--- src/rtl/uart_pkg.sv ---
// Shared UART definitions: default baud settings, XOR key and the
// state encodings used by the BRAM dump transmitter.
package uart_pkg;

    localparam int unsigned CLK_FREQ_DEF  = 50_000_000;
    localparam int unsigned BAUD_RATE_DEF = 115_200;
    localparam logic [7:0]  XOR_KEY_DEF   = 8'hAA;

    function automatic int unsigned clks_per_bit(
        input int unsigned clk_freq,
        input int unsigned baud_rate
    );
        return clk_freq / baud_rate;
    endfunction

    typedef enum logic [2:0] {
        D_IDLE,
        D_ZERO,
        D_FETCH,
        D_LOAD,
        D_SEND,
        D_NEXT
    } dump_state_e;

    typedef enum logic [1:0] {
        T_IDLE,
        T_START,
        T_DATA,
        T_STOP
    } tx_state_e;

endpackage

--- src/rtl/uart_tx_core.sv ---
// 8N1 serialiser: start bit, 8 data bits LSB first, stop bit.
// tx is registered, so the line lags the internal state by one cycle.
module uart_tx_core
    import uart_pkg::*;
#(
    parameter int unsigned CLKS_PER_BIT = 434
) (
    input  logic       clk,
    input  logic       rst,
    input  logic [7:0] tx_data,
    input  logic       tx_valid,
    output logic       tx_ready,
    output logic       tx
);

    localparam int unsigned CW = (CLKS_PER_BIT > 1) ? $clog2(CLKS_PER_BIT) : 1;
    localparam logic [CW-1:0] LAST = CW'(CLKS_PER_BIT - 1);

    tx_state_e     state_q, state_d;
    logic [CW-1:0] cnt_q, cnt_d;
    logic [2:0]    bit_q, bit_d;
    logic [7:0]    shift_q, shift_d;
    logic          tx_q, tx_d;
    logic          bit_end;

    assign bit_end = (cnt_q == LAST);
    assign tx      = tx_q;

    always_ff @(posedge clk) begin
        if (rst) begin
            state_q <= T_IDLE;
            cnt_q   <= '0;
            bit_q   <= '0;
            shift_q <= '0;
            tx_q    <= 1'b1;
        end else begin
            state_q <= state_d;
            cnt_q   <= cnt_d;
            bit_q   <= bit_d;
            shift_q <= shift_d;
            tx_q    <= tx_d;
        end
    end

    // tx_ready also flags the final stop-bit cycle so the caller can
    // count the frame without losing a cycle.
    always_comb begin
        state_d  = state_q;
        cnt_d    = bit_end ? '0 : cnt_q + CW'(1);
        bit_d    = bit_q;
        shift_d  = shift_q;
        tx_d     = 1'b1;
        tx_ready = 1'b0;
        unique case (state_q)
            T_IDLE: begin
                tx_ready = 1'b1;
                cnt_d    = '0;
                if (tx_valid) begin
                    shift_d = tx_data;
                    bit_d   = 3'd0;
                    state_d = T_START;
                end
            end
            T_START: begin
                tx_d = 1'b0;
                if (bit_end) state_d = T_DATA;
            end
            T_DATA: begin
                tx_d = shift_q[0];
                if (bit_end) begin
                    shift_d = {1'b0, shift_q[7:1]};
                    bit_d   = bit_q + 3'd1;
                    if (bit_q == 3'd7) state_d = T_STOP;
                end
            end
            T_STOP: begin
                if (bit_end) begin
                    tx_ready = 1'b1;
                    state_d  = T_IDLE;
                end
            end
            default: state_d = T_IDLE;
        endcase
    end

endmodule

--- src/rtl/bram_dump_uart_tx.sv ---
// Reads len bytes from a BRAM port and sends each as an 8N1 frame,
// optionally XOR-decrypting; busy/done drive the status LEDs.
module bram_dump_uart_tx
    import uart_pkg::*;
#(
    parameter int unsigned CLK_FREQ     = CLK_FREQ_DEF,
    parameter int unsigned BAUD_RATE    = BAUD_RATE_DEF,
    parameter int unsigned CLKS_PER_BIT = clks_per_bit(CLK_FREQ, BAUD_RATE),
    parameter int unsigned ADDR_WIDTH   = 14,
    parameter logic [7:0]  XOR_KEY      = XOR_KEY_DEF,
    parameter bit          DECRYPT      = 1'b0
) (
    input  logic                  clk,
    input  logic                  rst,
    input  logic                  start,
    input  logic [ADDR_WIDTH:0]   byte_count,
    output logic [ADDR_WIDTH-1:0] mem_addr,
    output logic                  mem_rd_en,
    input  logic [7:0]            mem_rd_data,
    output logic                  tx,
    output logic                  busy,
    output logic                  done,
    output logic [ADDR_WIDTH:0]   sent_count
);

    localparam logic [ADDR_WIDTH:0] DEPTH = {1'b1, {ADDR_WIDTH{1'b0}}};
    localparam logic [7:0] KEY = DECRYPT ? XOR_KEY : 8'h00;

    dump_state_e           state_q, state_d;
    logic [ADDR_WIDTH:0]   len_q, len_d;
    logic [ADDR_WIDTH:0]   sent_q, sent_d;
    logic [ADDR_WIDTH-1:0] addr_q, addr_d;
    logic                  rd_en_q, rd_en_d;
    logic                  busy_q, busy_d;
    logic                  done_q, done_d;
    logic [ADDR_WIDTH:0]   len_clamp;
    logic                  tx_valid;
    logic                  tx_ready;
    logic [7:0]            tx_data;

    assign len_clamp  = (byte_count > DEPTH) ? DEPTH : byte_count;
    assign tx_data    = mem_rd_data ^ KEY;
    assign mem_addr   = addr_q;
    assign mem_rd_en  = rd_en_q;
    assign busy       = busy_q;
    assign done       = done_q;
    assign sent_count = sent_q;

    uart_tx_core #(
        .CLKS_PER_BIT(CLKS_PER_BIT)
    ) u_core (
        .clk     (clk),
        .rst     (rst),
        .tx_data (tx_data),
        .tx_valid(tx_valid),
        .tx_ready(tx_ready),
        .tx      (tx)
    );

    always_ff @(posedge clk) begin
        if (rst) begin
            state_q <= D_IDLE;
            len_q   <= '0;
            sent_q  <= '0;
            addr_q  <= '0;
            rd_en_q <= 1'b0;
            busy_q  <= 1'b0;
            done_q  <= 1'b0;
        end else begin
            state_q <= state_d;
            len_q   <= len_d;
            sent_q  <= sent_d;
            addr_q  <= addr_d;
            rd_en_q <= rd_en_d;
            busy_q  <= busy_d;
            done_q  <= done_d;
        end
    end

    // busy stays high through the done cycle so a start there is ignored.
    always_comb begin
        state_d  = state_q;
        len_d    = len_q;
        sent_d   = sent_q;
        addr_d   = addr_q;
        rd_en_d  = 1'b0;
        busy_d   = busy_q;
        done_d   = 1'b0;
        tx_valid = 1'b0;
        unique case (state_q)
            D_IDLE: begin
                if (done_q) begin
                    busy_d = 1'b0;
                end else if (start && !busy_q) begin
                    len_d  = len_clamp;
                    sent_d = '0;
                    addr_d = '0;
                    busy_d = 1'b1;
                    if (len_clamp != '0) begin
                        rd_en_d = 1'b1;
                        state_d = D_FETCH;
                    end else begin
                        state_d = D_ZERO;
                    end
                end
            end
            D_ZERO: begin
                done_d  = 1'b1;
                state_d = D_IDLE;
            end
            D_FETCH: state_d = D_LOAD;
            D_LOAD: begin
                tx_valid = 1'b1;
                state_d  = D_SEND;
            end
            D_SEND: begin
                if (tx_ready) begin
                    sent_d  = sent_q + (ADDR_WIDTH + 1)'(1);
                    state_d = D_NEXT;
                end
            end
            D_NEXT: begin
                if (sent_q == len_q) begin
                    done_d  = 1'b1;
                    state_d = D_IDLE;
                end else begin
                    addr_d  = addr_q + ADDR_WIDTH'(1);
                    rd_en_d = 1'b1;
                    state_d = D_FETCH;
                end
            end
            default: state_d = D_IDLE;
        endcase
    end

endmodule

--- config.mk ---
export PLATFORM = sky130hd
export DESIGN_NAME = bram_dump_uart_tx
export DESIGN_NICKNAME = d
export VERILOG_FILES = /design/src/rtl/uart_pkg.sv /design/src/rtl/uart_tx_core.sv /design/src/rtl/bram_dump_uart_tx.sv
export SDC_FILE = /design/constraint.sdc
export NUM_CORES = 1
export LEC_CHECK = 0
export CAP_MARGIN = 25
export CORE_MARGIN = 2
export CORE_UTILIZATION = 30
export CTS_CLUSTER_SIZE = 10
export DETAILED_ROUTE_END_ITERATION = 7
export MAX_ROUTING_LAYER = met4
export PLACE_DENSITY = 0.54
export SETUP_SLACK_MARGIN = 0.02
export SLEW_MARGIN = 20
export SYNTH_ARGS = -nofsm -noshare
export SYNTH_HDL_FRONTEND = slang
export SYNTH_SLANG_ARGS = --single-unit
--- constraint.sdc ---
create_clock -name clk -period 3.6 [get_ports clk]
set_input_delay 0.36 -clock clk [delete_from_list [all_inputs] [get_ports clk]]
set_output_delay 0.36 -clock clk [all_outputs]
set_load 0.01 [all_outputs]
# Yosys cells after proc, flatten, opt, wreduce, memory -nomap -nowiden
# Cells that the tools add are included.
# W data, S select, Z words.
# word_totals
register_bits,73
input_bits,26
output_inout_bits,33
wordCells,95
# op_classes
add_sub_neg,4
n_lt_le_gt_ge,1
eq_ne,20
muxes,40
n_bitwise,1
reduce_logical,17
# op_table
operator,count
$mux W15,4
$mux W14,3
$pmux W15 S2,1
$pmux W14 S2,1
$mux W8,2
$pmux W8 S2,1
$add A15 B1 Y15 const B,1
$eq A15 B15 Y1,1
$gt A15 B15 Y1 const B,1
$mux W3,5
$pmux W3 S5,1
$reduce_bool A15 Y1,1
$add A14 B1 Y14 const B,1
$mux W2,7
$ne A2 B2 Y1 const B,5
$add A9 B1 Y9 const B,1
$eq A3 B3 Y1 const B,3
$eq A9 B9 Y1 const B,1
$mux W1,9
$reduce_and A3 Y1,3
$ne A2 B1 Y1 const B,4
$pmux W1 S2,4
$pmux W2 S4,1
$reduce_and A4 Y1,2
other kinds (15),20

# Longest topological paths before layout
# Gate-level depths: netlist (run 1).
# depth
word_depth,7
mapped_depth,8

# By module
# From an unflattened synthesis (run 1), not the netlist that was laid out.
# hier_totals
hier_cells,404
area_unflattened_um2,3612.2
# modules_own_cells
mod,n_inst,cells_each,area_each_um2,seq_area_each_um2
bram_dump_uart_tx,1,276,2468.6,1001.0
uart_tx_core,1,128,1143.6,460.4

# Worst setup path after synthesis (run 1)
# No wires, ideal clock.
# synth_timing
path_type,reg-to-reg
startpoint,register u_core.state_q[0]
endpoint,"register sent_q[11], in the netlist sent_count[11]"
setup_time_ns,0.127
arrival_ns,1.800
required_time_ns,3.473
slack_ns,1.673
stages_incl_launch_ff,9
period_less_slack_ns,1.927
path_cell_list,dfxtp_1 > inv_1 > ha_1 > nor4b_4 > a22oi_2 > buf_2 > a211oi_2 > xnor2_1 > nor2_1
# synth_via
elab_chain_len,4
word_cells_on_any_way,5
# synth_rtl
element,line_no,source
"start, declared",uart_tx_core.sv:19,"tx_state_e state_q, state_d;"
"start signal, assigned",uart_tx_core.sv:37,state_q <= state_d;
$eq A2 B2 Y1 / $logic_not A2 Y1 (equally long branches),uart_tx_core.sv:54,unique case (state_q)
$pmux W1 S2 *,uart_tx_core.sv:54,
$ne A2 B2 Y1 (no source line) *,n/a,
$reduce_and A4 Y1 (no source line) *,n/a,
"end signal, assigned",bram_dump_uart_tx.sv:72,sent_q <= sent_d;
"end, declared",bram_dump_uart_tx.sv:31,"logic [ADDR_WIDTH:0] sent_q, sent_d;"
# Mark *: on every way between the ends. The rest lies on a longest branch, timed or not.
# A chain may end at the register's enable or synchronous reset.

# Worst setup path in the final report (run 1)
# layout_timing
startpoint,register u_core.state_q[0]
endpoint,"register sent_q[13], in the netlist sent_count[13]"
# Same word-level chain as after synthesis.

==> results_dict.tcl, run 1 <==
set metrics [dict create \
    n_antenna_cell 0 \
    hold_class "reg2reg" \
    cp_data_required_time_ns 3.81 \
    final_common_cell "dfxtp_1" \
    start_kind "flip-flop" \
    grt_util_met3_pct 4.10 \
    fin_worst_skew_ns 0.00828 \
    crit_type "reg2reg" \
    r2r_cells 7 \
    use_met1_pct 17.8 \
    fin_util_pct 38.5 \
    finalSetupTns_ns 0 \
    cts.htree.levels 3 \
    gp_congestion 0.787 \
    top_level_ports 59 \
    wl_per_cell_um 14.7 \
    cp_max_fo 12 \
    hold_depth 2 \
    vias 3122 \
    holdBufCountCts 0 \
    grtUsageMet2_pct 24.8 \
    syn_nets 443 \
    root_buffer "clkbuf_16" \
    grt_pass1_wl_um 15200 \
    rr_startpoint "u_core.state_q[0]" \
    drc_errors 0 \
    tightest_slew_ns 0.735 \
    layout_common_cells "dfxtp_1, clkdlybuf4s50_1, nor2_1" \
    cts_resized 0 \
    avgSynthCellArea_um2 9.31 \
    start_util_pct 30.4 \
    worst_setup_path_end_kind "flip-flop" \
    synth_seq_cells 73 \
    critPathArrivalTime_ns 2.63 \
    min_period_over_period_pct 67.4 \
    final_antenna_net_count 0 \
    run_status "finished clean" \
    rrSetupSlack_ns 1.17 \
    yosysUniqueCellTypes 50 \
    syn_area_um2 3790 \
    synth_seq_area_share_pct 38.6 \
    die_w_um 116 \
    r2r-end "sent_count[13]" \
    viasPerCell 4.90 \
    maxSlewHeadroom_pct 51.0 \
    synth-async-reset-ratio_pct 0 \
    p_comb_share_pct 15.7 \
    antenna_found_initial 0 \
    gr-total-overflow 0 \
    cts_buffers 9 \
    wirelength_um 9350 \
    ys.flop_type "dfxtp_1" \
    drtPass1Iterations 4 \
    post-dp-hpwl_um 6740 \
    drtIter0Drc 131 \
    p_sw_uw 583 \
    fp.dieH_um 116 \
    intPower_mw 1.55 \
    synth-edff-count 0 \
    p_leak_nw 1.67 \
    slew_viol_final 0 \
    busiest_layer "met2" \
    ys_warn_count 0 \
    drive_gt1_share_pct 10.3 \
    ir_drop_v 0.000385 \
    fmax_ghz 0.412 \
    sw_frac_of_total_pct 27.3 \
    dieArea_um2 13500 \
    area_growth_syn_to_layout_pct 26.6 \
    port_buffers 58 \
    clock-sinks 73 \
    num_rows 41 \
    finalSetupViolCount 0 \
    grt_pass1_vias 3051 \
    pwr_density_cell_nw_per_um2 446 \
    p_seq_share_pct 41.3 \
    coreArea_um2 12500 \
    finalCriticalPeriod_ns 2.43 \
    grt_start_max_net_pins 36 \
    synthCells 407 \
    rsz0062_at_grt "false" \
    cts.path.max_buffers 2 \
    clkLatencyLatePin_ns 0.34 \
    max_cap_violations 0 \
    cts_setup_buffers 0 \
    whs_endpoint "len_q[14]" \
    num-nets-final 496 \
    hold_start "len_q[14]" \
    finalHoldViolCount 0 \
    p_clk_share_pct 43.0 \
    cts_tree "done" \
    clk_pin_slew_worst_paths_ns 0.06 \
    grtUsageTotal_pct 15.0 \
]
-- routing by layer --
layer | up-vias | part of all wire (%)
li1 | 1571 | -
met1 | 1487 | 47
met2 | 54 | 49
met3 | 10 | 3.8
met4 | 0 | 1.0
met5 | - | 0
-- final cells by class --
cell class              instances  area, um^2
clock buffers                  12         256
flip-flops and latches         73        1460
multi-input cells             301        2150
inverters                      12        45.0
clock inverters                 4        51.3
repair buffers                 63         618
fillers                      1254        7670
well taps                     172         215
-- cell usage after synthesis (3+ instances only) --
cell type	number	area, um^2
and4_1	3	26.3
nor2b_1	3	18.8
o21a_1	3	22.5
dfxtp_1	73	1460
a211oi_2	11	138
clkbuf_1	6	22.5
inv_1	12	45.0
xor2_1	16	140
a21oi_1	24	120
a22o_1	14	123
o21ai_0	10	50.1
nand2_1	35	131
a2111o_1	5	56.3
and3_1	4	25.0
buf_2	5	25.0
buf_4	4	30.0
nand3_1	16	80.1
nor2_1	47	176
a211oi_1	6	45.0
nand2b_1	8	50.1
buf_6	5	56.3
ha_1	10	125
xnor2_1	19	166
mux2i_1	18	180
nand4_1	14	87.6
nor4_1	7	43.8
-- power groups by stage --
stage	Clock, mW	Sequential, mW	Combinational (mW)
floorplan	0	0.888	0.266
global placement	0	0.899	0.330
detailed placement	0	0.901	0.335
CTS	0.940	0.883	0.336
global route	0.973	0.889	0.367
finish	0.919	0.883	0.335
-- critical path, stage by stage, from the launching register on --
cell	delay [ns]
dfxtp_1	0.37
inv_1	0.10
ha_1	0.37
nor4b_4	0.36
nand4_2	0.41
a2111oi_2	0.45
xnor2_1	0.18
nor2_2	0.04
-- logic make-up after synthesis --
kind of cell,count (synthesis),synth area share [%]
AOI/OAI and AO/OA,85,18.7
DFF,73,38.6
xor gates and xnor gates,35,8.09
buffers and inverters,33,4.82
and+or+nand+nor,152,21.5
muxes,19,5.05
adders and majority gates,10,3.30
-- sequential cells by signal, summed over array words and instances (netlist names), 2 cells and up --
| signal | cells |
|---|---|
| mem_addr | 14 |
| sent_count | 15 |
| u_core.state_q | 2 |
| state_q | 3 |
| len_q | 15 |
| u_core.bit_q | 3 |
| u_core.cnt_q | 9 |
| u_core.shift_q | 8 |
-- stage by stage --
step / std cells / setup WS (ns) / power [mW] / hold slack (ns) / cell area [um^2]
after global placement: 621 / 1.16 / 1.23 / 0.460 / 4490
final: 637 / 1.17 / 2.14 / 0.470 / 4800
after global routing: 637 / 0.989 / 2.23 / 0.505 / 4800
after CTS: 637 / 1.17 / 2.16 / 0.471 / 4800
after detailed placement: 621 / 1.15 / 1.24 / 0.463 / 4490
after floorplan: 407 / 1.67 / 1.15 / 0.444 / 3790
-- worst max path at each step --
stage                            from  depth (start not counted)             end
finish              u_core.state_q[0]                          7  sent_count[13]
global route        u_core.state_q[0]                          7  sent_count[13]
CTS                 u_core.state_q[0]                          7  sent_count[13]
detailed placement              start                          6  sent_count[13]
global placement                start                          6  sent_count[13]
floorplan           u_core.state_q[0]                          8  sent_count[11]
Note: power is estimated with default switching activity, not from simulation.
==> inputs of run 2 (changes only) <==
==> constraint.sdc (replaced) <==
create_clock -name clk -period 2.3 [get_ports clk]
set_input_delay 0.23 -clock clk [delete_from_list [all_inputs] [get_ports clk]]
set_output_delay 0.23 -clock clk [all_outputs]
set_load 0.01 [all_outputs]
==> run 2 against run 1 <==
Compared with the run above: die area unchanged; wire length is 1.1% lower; final cell count is 2.4% higher; flip-flop and latch count stayed put; clock power increased by 50%; register-to-register slack got worse by 0.96 ns; highest routed layer unchanged.
==> results_dict.tcl, run 2 (synthesis results as in run 1) <==
set metrics [dict create \
    drtIter0Drc 146 \
    num_rows 41 \
    wirelength_um 9250 \
    max_cap_violations 0 \
    drc_errors 0 \
    place_ws_ns 0.166 \
    run_status "finished clean" \
    layout_common_cells "dfxtp_1, clkdlybuf4s50_1, nor2_1" \
    final_common_cell "dfxtp_1" \
    fp.dieH_um 116 \
    dieArea_um2 13500 \
    cp_data_required_time_ns 2.50 \
    pwr_density_cell_nw_per_um2 677 \
    clkLatencyLatePin_ns 0.33 \
    port_buffers 58 \
    dp.cells 636 \
    wl_per_cell_um 14.2 \
    viasPerCell 4.84 \
    tightest_slew_ns 0.617 \
    cts.htree.levels 3 \
    clk_pin_slew_worst_paths_ns 0.06 \
    start_util_pct 30.4 \
    finalPower_mw 3.31 \
    final_antenna_net_count 0 \
    cts_buffers 9 \
    drtPass1Iterations 4 \
    fmax_ghz 0.478 \
    clock-sinks 73 \
    cp_max_fo 10 \
    finalSetupViolCount 0 \
    min_period_over_period_pct 90.9 \
    root_buffer "clkbuf_16" \
    grt_pass1_vias 3028 \
    fin_area_um2 4890 \
    postLayoutSetupSlackWorst_ns 0.210 \
    finalSetupTns_ns 0 \
    fin_worst_skew_ns 0.00644 \
    coreArea_um2 12500 \
    num-nets-final 511 \
    rsz0062_at_grt "false" \
    vias 3158 \
    maxSlewHeadroom_pct 58.9 \
    drive_gt1_share_pct 12.7 \
    slew_viol_final 0 \
    cts_tree "done" \
    critPathArrivalTime_ns 2.29 \
    fillers 1236 \
    finalHoldViolCount 0 \
    crit_type "reg2reg" \
    area_growth_syn_to_layout_pct 29.1 \
    cts_setup_buffers 0 \
    grt_start_max_net_pins 36 \
    ir_drop_v 0.000412 \
    place_area_um2 4600 \
    cts.path.max_buffers 2 \
    worst_setup_path_end_kind "flip-flop" \
    top_level_ports 59 \
    start_kind "flip-flop" \
    grt_pass1_wl_um 15200 \
    hold_class "reg2reg" \
    gp_congestion 0.815 \
    antenna_found_initial 0 \
    fin_cells 652 \
    grtUsageTotal_pct 14.8 \
    post-dp-hpwl_um 6800 \
    gr-total-overflow 0 \
    die_w_um 116 \
    n_antenna_cell 0 \
    p_leak_nw 1.74 \
    finalCriticalPeriod_ns 2.09 \
]
run 2: cell count changes in the layout (fill, tap and decap cells not counted), sizes merged:
cell / delta
clkbuf: +1
buf: +15
clkinvlp: -1
run 2: final timing paths:
| check | start | end | slack (ns) | depth (start not counted) |
|---|---|---|---|---|
| max | u_core.state_q[0] | sent_count[10] | 0.21 | 8 |
| min | u_core.bit_q[2] | u_core.bit_q[2] | 0.47 | 2 |
| max reg2reg | u_core.state_q[0] | sent_count[10] | 0.21 | 8 |
| min reg2reg | u_core.bit_q[2] | u_core.bit_q[2] | 0.47 | 2 |
run 2: per-layer routing:
metal	GRT usage [%]	part of all wire, %	vias up	routed length [um]
met3	3.79	4.3	10	393
met5	-	0	-	0
met2	24.7	49	56	4520
met4	3.81	1.0	0	93
met1	17.8	46	1501	4240
li1	-	-	1591	-
run 2: area by class of cell:
class	count	area [um^2]	share of cell area (%)
multi-input combinational	301	2150	43.9
timing repair buffer	78	731	14.9
clock inverter	3	40.0	0.819
clock buffer	13	250	5.12
sequential	73	1460	29.9
tap	172	215	4.40
inverter	12	45.0	0.921
run 2: repair_timing:
item | in CTS | in global routing
hold buffers | 0 | 0
resized for setup | 0 | 0
setup endpoints to repair | 0 | 6
run 2: critical path: stages (launching register included):
cell	delay, ns
dfxtp_1	0.37
inv_1	0.10
ha_1	0.37
nor4b_4	0.30
nand4_2	0.19
buf_4	0.23
a211oi_2	0.21
xnor2_1	0.15
nor2_1	0.05
run 2: report_power, final:
group	internal, mW	switching [mW]	leakage (nW)
clock	0.867	0.510	0.144
combinational	0.227	0.327	1.01
sequential	1.33	0.0514	0.590
run 2: stage by stage:
step | utilization, % | hold WS, ns
floorplan | - | 0.356
global placement | 36.9 | 0.459
detailed placement | 36.9 | 0.466
CTS | 39.2 | 0.476
global route | 39.2 | 0.492
finish | 39.2 | 0.475
